$ cat src/rtl/pipe_hazard_ctrl.sv
// Pipeline hazard control: load-use bubble, MDU busy interlock, and branch flush, plus stall/flush counters.
// Control outputs are combinational from inputs and MDU count; stalls hold PC and IF/ID while ID/EX takes a bubble.
module pipe_hazard_ctrl #(
  parameter int MDU_CYCLES = 32
) (
  input  logic        Clk,
  input  logic        Rst,
  input  logic [4:0]  id_rs,
  input  logic [4:0]  id_rt,
  input  logic        id_uses_rt,
  input  logic        ex_mem_read,
  input  logic [4:0]  ex_rt,
  input  logic        branch_taken,
  input  logic        mdu_start,
  input  logic        mdu_read,
  output logic        pc_write,
  output logic        ifid_write,
  output logic        ifid_flush,
  output logic        idex_flush,
  output logic        mdu_go,
  output logic        mdu_busy,
  output logic [31:0] stall_count,
  output logic [31:0] flush_count
);

  localparam logic [5:0] CNT_LOAD = 6'(MDU_CYCLES);

  logic [5:0] cnt;
  logic       lu_hazard;
  logic       mdu_hazard;
  logic       sel_flush;
  logic       sel_stall;

  assign lu_hazard  = ex_mem_read && (ex_rt != 5'd0) &&
                      ((ex_rt == id_rs) || (id_uses_rt && (ex_rt == id_rt)));
  assign mdu_busy   = (cnt != 6'd0);
  assign mdu_hazard = (mdu_start || mdu_read) && mdu_busy;

  // Reset forces the run-state view so the front end keeps fetching cleanly.
  assign sel_flush = !Rst && branch_taken;
  assign sel_stall = !Rst && !branch_taken && (lu_hazard || mdu_hazard);

  assign pc_write   = !sel_stall;
  assign ifid_write = !sel_stall;
  assign ifid_flush = sel_flush;
  assign idex_flush = sel_flush || sel_stall;
  // A stalled mult/div relaunches here on the first run cycle after cnt hits zero.
  assign mdu_go     = !Rst && !branch_taken && !lu_hazard && !mdu_hazard && mdu_start;

  always_ff @(posedge Clk or posedge Rst) begin
    if (Rst) begin
      cnt         <= 6'd0;
      stall_count <= 32'd0;
      flush_count <= 32'd0;
    end else begin
      if (mdu_go)
        cnt <= CNT_LOAD;
      else if (cnt != 6'd0)
        cnt <= cnt - 6'd1;

      if (sel_stall && (stall_count != 32'hFFFF_FFFF))
        stall_count <= stall_count + 32'd1;

      if (sel_flush && (flush_count != 32'hFFFF_FFFF))
        flush_count <= flush_count + 32'd1;
    end
  end

endmodule

$ cat config.mk
export PLATFORM = sky130hd
export DESIGN_NAME = pipe_hazard_ctrl
export DESIGN_NICKNAME = d
export VERILOG_FILES = /design/src/rtl/pipe_hazard_ctrl.sv
export SDC_FILE = /design/constraint.sdc
export NUM_CORES = 1
export LEC_CHECK = 0
export CAP_MARGIN = 0
export CORE_MARGIN = 2
export CORE_UTILIZATION = 40
export CTS_CLUSTER_SIZE = 30
export DETAILED_ROUTE_END_ITERATION = 16
export GPL_TIMING_DRIVEN = 0
export PLACE_DENSITY = 0.7
export SYNTH_ARGS = -nofsm -noshare
export SYNTH_HDL_FRONTEND = slang
export SYNTH_SLANG_ARGS = --single-unit
$ cat constraint.sdc
create_clock -name Clk -period 2.5 [get_ports Clk]
set_clock_uncertainty 0.2 [all_clocks]
set_input_delay 0.5 -clock Clk [delete_from_list [all_inputs] [get_ports Clk]]
set_output_delay 0.5 -clock Clk [all_outputs]
set_load 0.01 [all_outputs]
# ---- Word-level counts from Yosys, hierarchy flattened
# Index checks and enable logic that the tools add are counted.
dict set report op_classes {
  eq_ne 4
  n_reduce_logical 24
  n_mux 2
  addsub 3
}
# operator count
set op_table {}
lappend op_table {{$add A32 B1 Y32 const B} 2}
lappend op_table {{$ne A32 B32 Y1 const B} 2}
lappend op_table {{$logic_and A1 B1 Y1} 12}
lappend op_table {{$mux W6} 2}
lappend op_table {{$eq A5 B5 Y1} 2}
lappend op_table {{$reduce_bool A6 Y1} 1}
lappend op_table {{$sub A6 B1 Y6 const B} 1}
lappend op_table {{$logic_not A1 Y1} 5}
lappend op_table {{$reduce_bool A5 Y1} 1}
lappend op_table {{$logic_or A1 B1 Y1} 4}
lappend op_table {{$reduce_bool A2 Y1} 1}
dict set report word_totals {
  out_inout_bits 70
  input_bits 22
  wordCells 36
  regBits 70
}

# ---- Longest topological paths before layout
# Gate-level depths: netlist of run 1.
dict set report depth {
  ltp_word 9
  mapped_depth 10
  ltp_nobuf 9
}

# ---- Worst setup path after synthesis of run 1
# OpenSTA, ideal clock, no wires.
dict set report synth_timing {
  path_kind {input to output}
  start {input port ex_rt[1]}
  end {output port pc_write}
  path_buffers 2
  required_time_ns 1.800
  path_slack_ns -0.098
  arrival_ns 1.898
  stages 7
  path_cell_list {or4_1 > o21ai_0 > nor3_1 > a21o_2 > buf_2 > clkinv_1 > buf_4}
}
dict set report synth_via {
  elab_chain_len 7
  word_cells_on_any_way 10
  classes_between {eq/ne: 2; reduce/logical: 8}
}
# element line
set synth_rtl {}
lappend synth_rtl {{from (decl)} 12} ;# input logic [4:0] ex_rt,
lappend synth_rtl {{$eq A5 B5 Y1} 35} ;# ((ex_rt == id_rs) || (id_uses_rt && (ex_rt == id_rt)));
lappend synth_rtl {{$logic_and A1 B1 Y1} 35}
lappend synth_rtl {{$logic_or A1 B1 Y1} 35}
lappend synth_rtl {{$logic_and A1 B1 Y1 (*)} 34} ;# assign lu_hazard = ex_mem_read && (ex_rt != 5'd0) &&
lappend synth_rtl {{$logic_or A1 B1 Y1 (*)} 41} ;# assign sel_stall = !Rst && !branch_taken && (lu_hazard || mdu_hazard);
lappend synth_rtl {{$logic_and A1 B1 Y1 (*)} 41}
lappend synth_rtl {{$logic_not A1 Y1 (*)} --}
lappend synth_rtl {{to (decl)} 16} ;# output logic pc_write,
# Mark *: on every way between the ends. The rest lies on a longest branch, timed or not.

# ---- Final worst setup path of run 1
dict set report layout_timing {
  start {input port Rst}
  end {output port pc_write}
}
dict set report layout_via {
  elab_chain_len 4
}
# element line
set layout_rtl {}
lappend layout_rtl {{from (decl)} 7} ;# input logic Rst,
lappend layout_rtl {{$logic_not A1 Y1 (no line)} --}
lappend layout_rtl {{$logic_and A1 B1 Y1 (2 in series)} 41}
lappend layout_rtl {{$logic_not A1 Y1} 43} ;# assign pc_write = !sel_stall;
# Every way passes these cells.

==> flow_summary.yaml, run 1 <==
yosys:
  synth_top_cell_area_share: 0.489
  synth-async-reset-ratio: 1.00
  yosys-top-cells-area: "dfrtp_1 49%, xnor2_1 14%, nand3_1 4.5%"
  ys_types: 44
  netlist_area_um2: 3580
  synth-xor-area-share: 0.183
  synth_edf_count: 0
  synth-compound-area-share: 0.0248
  synth_seq_cells: 70
  yosysTopAreaCell: "dfrtp_1"
  ys_warn_count: 0
  synth_top_family_by_area: "simple AND/OR/NAND/NOR gates"
  synth-simple-area-share: 0.258
  ys_dominant_reg_cell: "dfrtp_1"
  ys_top_cells_by_count: "70 x dfrtp_1, 58 x xnor2_1, 32 x nand3_1, 27 x nand2_1, 24 x nand4_1"
  syn-instance-count: 342
  synth_fa_ha_area_frac: 0.0140
  syn_nets: 368
  synthMuxAreaShare: 0.00629
  yosysSeqAreaShare: 0.489
  synth_most_common_cell: "dfrtp_1"
  synth_area_per_cell_um2: 10.5
grt:
  antenna_found_initial: 0
  grt_util_all_layers: 0.182
  grt_max_degree: 71
  grt_pass1_vias: 3014
  grt_overflow: 0
  grt_pass1_wl_um: 14400
hold_path:
  min_from: "stall_count[5]$_DFFE_PP0P_"
  hp-class: "flip-flop to flip-flop"
  min_path_cells: 1
  holdPathEnd: "stall_count[5]$_DFFE_PP0P_"
floorplan:
  die_h_um: 98.6
  core_area_um2: 8720
  rows: 34
  die-area_um2: 9730
  start_util: 0.411
  die_width_um: 98.6
  io_pins: 92
critical_path:
  crit_path_max_incr_delay_ps: 490
  worstRegToRegCells: 16
  r2r-start: "cnt[0]$_DFFE_PP0P_"
  worstSetupStartpointType: "input pin"
  cp_max_fo: 4
  end_kind: "output port"
  cpLargestDelayFamily: "buffers and inverters"
  r2r_end: "cnt[4]$_DFFE_PP0P_"
  crit_path_cell_trace: "clkdlybuf4s50_1 -> nor2_1 -> o21ai_0 -> a21oi_2 -> a21o_2 -> clkinv_4 -> buf_6 -> buf_6"
  crit_slowest_cell: "clkdlybuf4s50_1"
  cp.buffers_inverters: 4
  crit_top_cell: "buf_6"
  critical_path_class: "input pin to output port"
  critPathRequiredTime_ps: 1800
  regToRegSetupSlack_ps: 0
  critPathArrivalTime_ps: 1870
place:
  dp_slack_ps: -1140
  gp_congestion: 0.777
  place_inst: 541
  numPortBuffers: 91
  dpl.hpwl_um: 5950
power:
  seqPwrFrac: 0.426
  vdd_ir_drop_max_mv: 0.469
  power.switching_w: 0.00105
  power_w: 0.00339
  intPower_w: 0.00234
  powerDensity_nw_per_um2: 656
  pwr-share-comb: 0.302
  switching_share: 0.310
  pwr-share-clk: 0.273
  p_leak_nw: 2.24
sta:
  setup_viol: 4
  fmax_mhz: 390
  tightest_slew_ps: 861
  timing.final.ws_setup_ps: -67.2
  relSlewSlack: 0.426
  period_needed_ps: 2570
  hold_viol_final: 0
  fin_crit_sh: 1.03
  rsz0062_at_grt: "yes"
  maxSlewViolCount: 0
job:
  drv_cap: 0
route:
  wire_per_inst_um: 15.1
  drt-total-wl_um: 8800
  drt_first_pass_iters: 4
  remaining_drc_errors: 0
  drtIter0Drc: 76
  viasPerCell: 5.22
  ant_nets: 0
  via_count: 3042
cts:
  root_buffer: "clkbuf_8"
  cts_tree: "built"
  numCtsBuffers: 9
  clock-sinks: 70
  h-tree-depth: 3
  ctsHoldBuffers: 0
  clk_path_buf_depth: 2
  insertion_delay_ps: 350
  clk_pin_slew_worst_paths_ps: 80
finish:
  diodes: 0
  area_growth_pct: 44.2
  final_nets: 496
  fin_util: 0.592
  drive_gt1_frac: 0.215
  instances_no_fill: 583
outcome:
  violations: "setup timing"
  status: "finished with violations"
==> cells by family after synthesis <==
family	Yosys count
AND/OR/NAND/NOR	163
flip-flops	70
multiplexers	2
XOR/XNOR	75
buffers and inverters	15
adder cells (fa/ha/maj)	4
AO/OA/AOI/OAI	13
==> layout by cell type (no fill, tap or decap), drive strengths merged, types with 2 or more instances in the layout <==
| master | n |
|---|---|
| xor2 | 17 |
| dlymetal6s2s | 6 |
| nand2 | 28 |
| nor4 | 3 |
| nor3 | 20 |
| or4 | 2 |
| xnor2 | 58 |
| dfrtp | 70 |
| a21o | 4 |
| clkbuf | 10 |
| nor2 | 18 |
| clkinv | 4 |
| and4 | 6 |
| inv | 7 |
| o21ai | 2 |
| mux2 | 2 |
| clkinvlp | 3 |
| ha | 4 |
| and3 | 15 |
| nand4 | 25 |
| a211oi | 2 |
| nand3 | 37 |
| clkdlybuf4s50 | 70 |
| a21oi | 2 |
| dlygate4sd2 | 6 |
| nor2b | 4 |
| buf | 40 |
==> repair_timing <==
action | CTS | global route
pin swaps | 12 | 14
buffers inserted | 20 | 7
setup endpoints to repair | 22 | 12
gates resized for setup | 65 | 23
cloned | 0 | 0
==> power groups by stage <==
stage | logic [W] | registers, W | clock network, W
floorplan | 0.000362 | 0.00147 | 0
global placement | 0.000708 | 0.00146 | 0
detailed placement | 0.000721 | 0.00146 | 0
CTS | 0.000968 | 0.00144 | 0.000944
global route | 0.00112 | 0.00147 | 0.000989
finish | 0.00102 | 0.00144 | 0.000924
==> registers in the layout, indices dropped and copies added (netlist names) <==
signal,count
flush_count,32
stall_count,32
cnt,6
==> worst max path at each step <==
stage              from                          to  slack, ps  cells past startpoint
4_1_cts        id_rt[2]                    pc_write        -60                      8
2_1_floorplan  ex_rt[1]                    pc_write          4                      7
3_3_place_gp        Rst  stall_count[3]$_DFFE_PP0P_      -1260                      2
6_report            Rst                    pc_write        -70                      8
5_1_grt             Rst                    pc_write       -160                      8
3_5_place_dp   ex_rt[1]                    pc_write      -1140                      9
==> through the flow <==
stage,hold WS (ps),setup TNS [ps],instance area (µm²)
after floorplan,274,0,3580
after global placement,285,-106620,4630
after detailed placement,283,-19870,4630
after CTS,299,-103,5030
after global routing,315,-524,5170
final,294,-134,5170
==> per-layer routing <==
layer / global-route usage / wire, µm / vias to the layer above
met5: 0 / 0 / -
met4: 0.0527 / 98 / 0
met3: 0.0468 / 433 / 10
met2: 0.317 / 4570 / 73
met1: 0.224 / 3690 / 1503
li1: - / - / 1456
==> layout make-up <==
cell class | count | area [µm²]
Multi-Input combinational cell | 257 | 1870
Inverter | 8 | 37.5
Clock inverter | 7 | 75.1
Clock buffer | 9 | 124
Buffer | 6 | 56.3
Sequential cell | 70 | 1760
Tap cell | 108 | 135
Fill cell | 749 | 3550
Timing Repair Buffer | 118 | 1110
Note: power is estimated with default switching activity, not from simulation.
==> inputs of run 2 (changes only) <==
CTS_CLUSTER_DIAMETER = 80   (was default)
==> results of run 2 <==
Final layout, timing and power as in run 1 (identical DEF).
==> inputs of run 3 (changes only) <==
CORE_UTILIZATION = 44   (was 40)
PLACE_DENSITY = 0.76   (was 0.7)
==> run 3 against run 2 <==
- the run still ends with setup timing left
- register-to-register slack improved by 60 ps
- non-clock buffer count decreased by 11
- largest cell class unchanged
- cell count fell by 3.1%
- utilization grew 4.7 points
- total power fell by 9.3%
- sequential cell count did not move
==> flow_summary.yaml, run 3 (synthesis gave the netlist of run 1 again) <==
sta:
  fin_crit_sh: 1.02
  tightest_slew_ps: 843
  period_needed_ps: 2560
  hold_viol_final: 0
  rsz0062_at_grt: "yes"
  relSlewSlack: 0.438
  hold-worst-slack_ps: 294
  timing.final.ws_setup_ps: -55.4
  fmax_mhz: 391
  maxSlewViolCount: 0
  setup_viol: 3
hold_path:
  min_path_cells: 1
  holdPathEnd: "stall_count[5]$_DFFE_PP0P_"
  hp-class: "flip-flop to flip-flop"
  min_from: "stall_count[5]$_DFFE_PP0P_"
critical_path:
  worstSetupStartpointType: "flip-flop"
  regToRegSetupSlack_ps: 60
  r2r_end: "stall_count[1]$_DFFE_PP0P_"
  crit_path_cell_trace: "inv_2 -> ha_4 -> nor2b_4 -> nor2b_4 -> a21oi_2 -> a21o_2 -> clkinv_4 -> buf_6 -> buf_6"
  crit_path_max_incr_delay_ps: 400
  cp_max_fo: 4
  cp.buffers_inverters: 4
  critPathRequiredTime_ps: 1800
  end_kind: "output port"
  critPathArrivalTime_ps: 1860
  worstRegToRegCells: 7
  critical_path_class: "flip-flop to output port"
  crit_slowest_cell: "dfrtp_1"
  cpLargestDelayFamily: "flip-flops"
  r2r-start: "stall_count[9]$_DFFE_PP0P_"
route:
  drtIter0Drc: 95
  drt-total-wl_um: 8280
  drt_first_pass_iters: 4
  via_count: 2986
  viasPerCell: 5.28
  remaining_drc_errors: 0
  ant_nets: 0
  wire_per_inst_um: 14.6
finish:
  diodes: 0
  final_common_cell: "clkdlybuf4s50_1"
  layout_common_cells: "70 x clkdlybuf4s50_1, 65 x dfrtp_1, 58 x xnor2_1, 32 x nand3_1, 25 x nand2_1"
  drive_gt1_frac: 0.192
  top_regs: "flush_count: 32 flops, stall_count: 32 flops, cnt: 6 flops"
  num-fill-cells: 649
  final_nets: 485
  area_growth_pct: 39.3
  instances_no_fill: 565
outcome:
  violations: "setup timing"
  status: "finished with violations"
job:
  drv_cap: 0
place:
  numPortBuffers: 91
  dpl.hpwl_um: 5780
  dp_slack_ps: -1150
  gp_congestion: 0.829
  place_inst: 535
cts:
  numCtsBuffers: 9
  insertion_delay_ps: 340
  h-tree-depth: 3
  cts_tree: "built"
  clk_path_buf_depth: 2
  ctsHoldBuffers: 0
  clock-sinks: 70
  root_buffer: "clkbuf_8"
  clk_pin_slew_worst_paths_ps: 70
grt:
  grt_util_all_layers: 0.196
  grt_pass1_wl_um: 13700
  grt_max_degree: 71
  grt_overflow: 0
  antenna_found_initial: 0
  grt_pass1_vias: 2926
floorplan:
  start_util: 0.459
  io_pins: 92
  die-area_um2: 8880
  rows: 32
  die_width_um: 94.2
  core_area_um2: 7810
  die_h_um: 94.2
power:
  seqPwrFrac: 0.470
  vdd_ir_drop_max_mv: 0.308
  powerDensity_nw_per_um2: 616
  intPower_w: 0.00213
  pwr-share-comb: 0.275
  power.switching_w: 0.000948
  p_leak_nw: 2.14
  switching_share: 0.308
  pwr-share-clk: 0.255
-- run 3: worst reg2reg max path, delay by kind of cell, from the launching register on --
kind          cells  cell delay, ps
flops             1             420
simple gates      5            1220
mux               1             340
buf+inv           1             150
-- run 3: worst max-delay path by stage --
stage,from,end,slack [ps],cells after the start
after floorplan,ex_rt[1],pc_write,4,7
after global placement,Rst,flush_count[16]$_DFFE_PP0P_,-1200,2
after detailed placement,ex_rt[1],pc_write,-1150,9
after CTS,ex_rt[2],pc_write,-50,8
after global routing,cnt[0]$_DFFE_PP0P_,ifid_write,-160,9
final,cnt[0]$_DFFE_PP0P_,ifid_write,-60,9
-- run 3: timing repair --
item / in CTS / in global routing
gates resized for setup: 69 / 15
pin swaps: 12 / 4
setup endpoints to repair: 41 / 18
buffers inserted: 11 / 5
-- run 3: through the flow --
stage                     power, W  instance area [µm²]   util  setup TNS (ps)
after floorplan            0.00183                 3580      -               0
after global placement     0.00216                 4620  0.592         -102090
after detailed placement   0.00219                 4620  0.592          -20970
after CTS                  0.00305                 4900  0.628            -130
after global routing       0.00326                 4990  0.639            -964
final                      0.00308                 4990  0.639            -145
-- run 3: layer usage --
| layer | global-route usage | up-vias | part of all wire |
|---|---|---|---|
| li1 | - | 1436 | - |
| met1 | 0.266 | 1438 | 0.44 |
| met2 | 0.307 | 95 | 0.48 |
| met3 | 0.0377 | 17 | 0.056 |
| met4 | 0.0845 | 0 | 0.023 |
| met5 | 0 | - | 0 |
-- run 3: cell type report --
class / instances / area (µm²) / share of cell area
Timing Repair Buffer: 107 / 1010 / 0.203
Multi-Input combinational cell: 257 / 1830 / 0.367
Inverter: 8 / 37.5 / 0.00752
Buffer: 6 / 56.3 / 0.0113
Tap cell: 102 / 128 / 0.0256
Sequential cell: 70 / 1760 / 0.352
Clock inverter: 4 / 23.8 / 0.00476
Clock buffer: 11 / 141 / 0.0283
-- run 3: power by group through the flow --
stage,clock [W],sequential [W],combinational (W)
3_3_place_gp,0,0.00146,0.000708
2_1_floorplan,0,0.00147,0.000362
3_5_place_dp,0,0.00146,0.000723
5_1_grt,0.000856,0.00147,0.000933
6_report,0.000785,0.00145,0.000846
4_1_cts,0.000803,0.00144,0.000807
